--- src/rtl/comp_sort_ctrl.sv ---
// Burst sorter: loads DEPTH unsigned values, bubble-sorts them with a single
// shared magnitude comparator (one compare-and-swap per clock), then streams them out ascending.
module comp_sort_ctrl #(
  parameter int WIDTH = 4,
  parameter int DEPTH = 4
) (
  input  logic             clk,
  input  logic             rst_n,
  input  logic             in_valid,
  input  logic [WIDTH-1:0] in_data,
  output logic             in_ready,
  output logic             out_valid,
  output logic [WIDTH-1:0] out_data,
  input  logic             out_ready,
  output logic             out_last,
  output logic             busy,
  output logic [7:0]       swap_cnt
);

  localparam int PW = (DEPTH > 2) ? $clog2(DEPTH) : 1;
  localparam logic [PW-1:0] LAST_IDX  = PW'(DEPTH - 1);
  localparam logic [PW-1:0] LAST_STEP = PW'(DEPTH - 2);

  typedef enum logic [1:0] {LOAD, SORT, OUT} state_t;

  state_t           state_reg, state_next;
  logic [WIDTH-1:0] mem_reg [DEPTH];
  logic [PW-1:0]    wr_ptr_reg, rd_ptr_reg, pass_reg, step_reg;
  logic [7:0]       swap_cnt_reg;

  logic             accept, pop, sort_done;
  logic [WIDTH-1:0] cmp_a, cmp_b;
  logic             a_gt_b;
  logic [PW-1:0]    step_plus1;

  // The one shared comparator; only A>B matters, so equal values never swap.
  assign step_plus1 = step_reg + 1'b1;
  assign cmp_a      = mem_reg[step_reg];
  assign cmp_b      = mem_reg[step_plus1];
  assign a_gt_b     = cmp_a > cmp_b;

  assign swap_cnt = swap_cnt_reg;
  assign out_data = out_valid ? mem_reg[rd_ptr_reg] : '0;

  always_comb begin
    state_next = state_reg;
    in_ready   = 1'b0;
    out_valid  = 1'b0;
    out_last   = 1'b0;
    busy       = 1'b0;
    accept     = 1'b0;
    pop        = 1'b0;
    sort_done  = 1'b0;
    case (state_reg)
      LOAD: begin
        in_ready = 1'b1;
        accept   = in_valid;
        if (in_valid && wr_ptr_reg == LAST_IDX) state_next = SORT;
      end
      SORT: begin
        busy = 1'b1;
        if (pass_reg == LAST_STEP && step_reg == LAST_STEP) begin
          sort_done  = 1'b1;
          state_next = OUT;
        end
      end
      OUT: begin
        out_valid = 1'b1;
        out_last  = (rd_ptr_reg == LAST_IDX);
        pop       = out_ready;
        if (out_ready && out_last) state_next = LOAD;
      end
      default: state_next = LOAD;
    endcase
  end

  always_ff @(posedge clk) begin
    if (!rst_n) begin
      state_reg    <= LOAD;
      wr_ptr_reg   <= '0;
      rd_ptr_reg   <= '0;
      pass_reg     <= '0;
      step_reg     <= '0;
      swap_cnt_reg <= '0;
      for (int i = 0; i < DEPTH; i++) mem_reg[i] <= '0;
    end else begin
      state_reg <= state_next;

      if (accept) begin
        mem_reg[wr_ptr_reg] <= in_data;
        if (wr_ptr_reg == LAST_IDX) begin
          wr_ptr_reg   <= '0;
          swap_cnt_reg <= '0;
          pass_reg     <= '0;
          step_reg     <= '0;
        end else begin
          wr_ptr_reg <= wr_ptr_reg + 1'b1;
        end
      end

      if (busy) begin
        if (a_gt_b) begin
          mem_reg[step_reg]   <= cmp_b;
          mem_reg[step_plus1] <= cmp_a;
          if (swap_cnt_reg != 8'hFF) swap_cnt_reg <= swap_cnt_reg + 8'd1;
        end
        if (step_reg == LAST_STEP) begin
          step_reg <= '0;
          pass_reg <= sort_done ? '0 : pass_reg + 1'b1;
        end else begin
          step_reg <= step_plus1;
        end
        if (sort_done) rd_ptr_reg <= '0;
      end

      if (pop) rd_ptr_reg <= out_last ? '0 : rd_ptr_reg + 1'b1;
    end
  end

endmodule

--- config.mk ---
export PLATFORM = sky130hd
export DESIGN_NAME = comp_sort_ctrl
export DESIGN_NICKNAME = d
export VERILOG_FILES = /design/src/rtl/comp_sort_ctrl.sv
export SDC_FILE = /design/constraint.sdc
export NUM_CORES = 1
export LEC_CHECK = 0
export CORE_MARGIN = 3
export CORE_UTILIZATION = 39
export DETAILED_ROUTE_END_ITERATION = 10
export SLEW_MARGIN = 40
export SYNTH_ARGS = -nofsm -noshare
export SYNTH_HDL_FRONTEND = slang
export SYNTH_SLANG_ARGS = --single-unit
--- constraint.sdc ---
create_clock -name clk -period 5.4 [get_ports clk]
set_input_delay 1.35 -clock clk [delete_from_list [all_inputs] [get_ports clk]]
set_output_delay 1.35 -clock clk [all_outputs]
set_load 0.02 [all_outputs]
==> summary.txt <==
Setup path
  – Setup crit end: mem_reg[0][1]
  – R2r startpoint: step_reg[0]
  – Crit path kind: flip-flop to flip-flop
  – CP Capture Type: flip-flop
  – Worst R2R Path Depth: 10
  – R2r setup slk: about 1.5 ns
  – Worst path required time: roughly 5.3 ns
  – Reg-to-reg endpoint: mem_reg[0][1]
  – Max FO, Critical Path: 10
  – Type of origin of the critical path: flip-flop
  – Critical path, cell by cell: inv_1 -> ha_1 -> mux4_2 -> inv_1 -> ha_1 -> nand4_1 -> and3_4 -> o21ai_2 -> o21a_1 -> o21ai_0
  – Critical Path Start: step_reg[0]
  – Slowest cell on crit path: dfxtp_1
  – Crit path DAT: between 3 and 4 ns
  – Slowest stage delay, CP: around 0.62 ns

Yosys
  – Adder-Cell Fraction of Synth Area: under 10%
  – Ys Warns: 0
  – Post-Synth XOR/XNOR Area: 0%
  – Sequential cell area fraction in the yosys report: 37.7%
  – Synth Cell Area: approximately 0.0024 mm^2
  – FF+latch count, synth: 38
  – Distinct cells, synth: 53
  – Post-synth ARST share: 0%
  – Cell count after synthesis: 236
  – Prevailing post-synth register cell: dfxtp_1
  – Largest family of logic cells by synthesized area: compound AO/OA/AOI/OAI gates
  – Simple-Gate Fraction of Synth Area: between 10% and 20%
  – Avg Inst Size Synth: roughly 10 um^2
  – Synth Net Count: between 200 and 300
  – Post-synth EDFFs: 16
  – Compound-gate portion of the synthesized area: 18.7%
  – Post-synthesis mux area share: between 10% and 20%

Timing
  – Worst slew margin: between 40% and 50%
  – Max Slew Vio Count: 0
  – RSZ-0062 raised after global routing: false
  – Final Cycle Share: between 70 and 80%
  – Setup Skew: about 0.0084 ns
  – Slack of the critical path: between 1 and 1.5 ns
  – Final hold vios: 0
  – Worst slew pin tran: ~0.80 ns
  – Final setup violation count: 0
  – Max Clk Rate: 255 MHz
  – Min Tclk post-route: 3.92 ns
  – Final TNS setup: 0 ns

Routing
  – Iteration-0 DRC Markers: between 150 and 200
  – Routed wire length per instance: 17.8 um
  – Iteration count of the initial detailed-routing pass: 4
  – Via Count: approximately 2,000
  – # DRC: 0
  – Vias per cell: 6.07
  – Total wire length: 5930 um
  – ANT nets after route: 0

Run
  – Max-Cap Viols: 0

Min path
  – Hold Path Cell Cnt: 2
  – Worst hold path type: flip-flop to flip-flop

Final layout
  – Share of cells above drive strength 1: 11.7%
  – Commonest non-fill, non-tap cell in the layout: clkdlybuf4s50_1
  – Commonest non-fill, non-tap cells in the layout: clkdlybuf4s50_1 (23), dfxtp_1 (22), nand2_1 (19)
  – Fillers: between 500 and 600
  – Inserted Diodes: 0
  – Fin nets: 277
  – Layout area overhead: 15.3%

Floorplan
  – Core area: about 0.006 mm^2
  – Initial Utilization: around two fifths
  – Num ports: 24
  – Die Height: 85.1 um
  – DIE WIDTH: about 85 um
  – Die area: 0.00724 mm^2
  – # rows: 28

Clock network
  – Max H-tree Level: 2
  – Num CTS Buffers: 5
  – Clk root buf: clkbuf_8
  – Bufs on Longest Clock Path: 2
  – CTS sink cnt: 38
  – Clk slew on worst S/H paths: roughly 0.070 ns
  – Cts repair resizes: 0
  – Hold buffers post-CTS: 0
  – CTS tree: done
  – Insertion delay to the later sink of the worst-skew pair: approximately 0.30 ns
  – Postcts setup bufs: 0

Pwr
  – Sw frac: 24.2%
  – Clock share of power: a little under 40%
  – Comb pwr share: between 10% and 20%
  – Reg power frac: between 50% and 60%
  – Peak VDD IR: 0.127 mV
  – Power Density: 222 mW/mm^2
  – Leakage: between 0.0009 and 0.001 uW
  – Switching power: approximately 150 uW
  – Pint: 474 uW

Placement
  – Port Buffers: 23
  – GPL Wtd Cong: between 0.8 and 0.9
  – Pre-CTS setup slack: about 1.3 ns
  – DP HPWL: between 4000 and 5000 um

Outcome
  – Outcome: completed

GRT
  – Total GRT Usage: ~17%
  – Largest net degree at the start of global routing: 22
  – Remaining global-route overflow: 0
  – Antenna violations before repair: 0
  – First-pass GRT wire length: 9750 um
  – Vias in the first global route: between 1,500 and 2,000
## layer usage
metal	vias up	track usage, %	part of all wire (%)
met5	-	0	0
met4	0	4.32	1.1
met3	5	3.69	5.5
met2	61	27.6	47
met1	988	24.3	46
li1	960	-	-
## cell type report
type / count / area (um^2) / area share, %
clock buffers: 7 / 76.3 / 2.71
clock inverters: 1 / 30.0 / 1.07
inverters: 14 / 52.6 / 1.87
multi-input cells: 172 / 1390 / 49.6
flip-flops and latches: 38 / 921 / 32.7
well taps: 75 / 93.8 / 3.34
repair buffers: 25 / 245 / 8.72
## worst max-delay path, delay by kind of cell, from the launching register on
| family | cells | cell delay [ns] |
|---|---|---|
| DFF | 1 | 0.62 |
| muxes | 1 | 0.57 |
| adders and majority gates | 2 | 0.73 |
| and+or+nand+nor | 2 | 0.41 |
| AOI/OAI and AO/OA | 3 | 0.99 |
| buffers and inverters | 2 | 0.24 |
## through the flow
step	instances	util [%]	total power (uW)	cell area, um^2	hold WS, ns
finish	332	47.0	625	2810	0.484
global route	332	47.0	648	2810	0.534
CTS	332	47.0	627	2810	0.485
detailed placement	324	45.2	389	2710	0.474
global placement	324	45.2	390	2710	0.462
floorplan	236	-	368	2440	0.448
## kinds of logic (layout without fill, tap and decap cells)
logic type,Yosys count,after routing
buffers and inverters,26,47
multiplexers,17,17
AO/OA/AOI/OAI,58,58
AND/OR/NAND/NOR,84,84
flip-flops,38,38
adder cells (fa/ha/maj),13,13
## cells in the mapped netlist (all sizes together) (2+ instances only)
master	number	area (um^2)
dfxtp	22	440
nand2	20	82.6
edfxtp	16	480
a21oi	13	68.8
ha	13	163
inv	13	48.8
mux4	12	270
nand3	12	60.1
nor2	12	45.0
nand4	9	56.3
buf	8	57.6
o21ai	8	43.8
o41ai	8	77.6
and2	7	43.8
and3	7	48.8
mux2i	5	50.1
nor3	5	25.0
o31ai	5	37.5
a31oi	4	25.0
clkbuf	4	15.0
a32oi	3	26.3
a21o	2	15.0
nand2b	2	12.5
nor2b	2	20.0
o211a	2	20.0
o21a	2	15.0
o221ai	2	23.8
or3	2	12.5
## power groups by stage
stage	clock network, uW	logic (uW)	registers (uW)
2_1_floorplan	0	47.7	320
3_3_place_gp	0	64.7	325
3_5_place_dp	0	64.4	325
4_1_cts	243	65.0	318
5_1_grt	256	72.3	320
6_report	241	65.5	319
## worst min-delay path by stage
stage / slack, ns / start / to
after floorplan: 0.45 / wr_ptr_reg[1] / wr_ptr_reg[1]
after global placement: 0.46 / wr_ptr_reg[1] / wr_ptr_reg[1]
after detailed placement: 0.47 / wr_ptr_reg[1] / wr_ptr_reg[1]
after CTS: 0.49 / wr_ptr_reg[1] / wr_ptr_reg[1]
after global routing: 0.53 / wr_ptr_reg[1] / wr_ptr_reg[1]
final: 0.48 / wr_ptr_reg[1] / wr_ptr_reg[1]
Note: power is estimated with default switching activity, not from simulation.
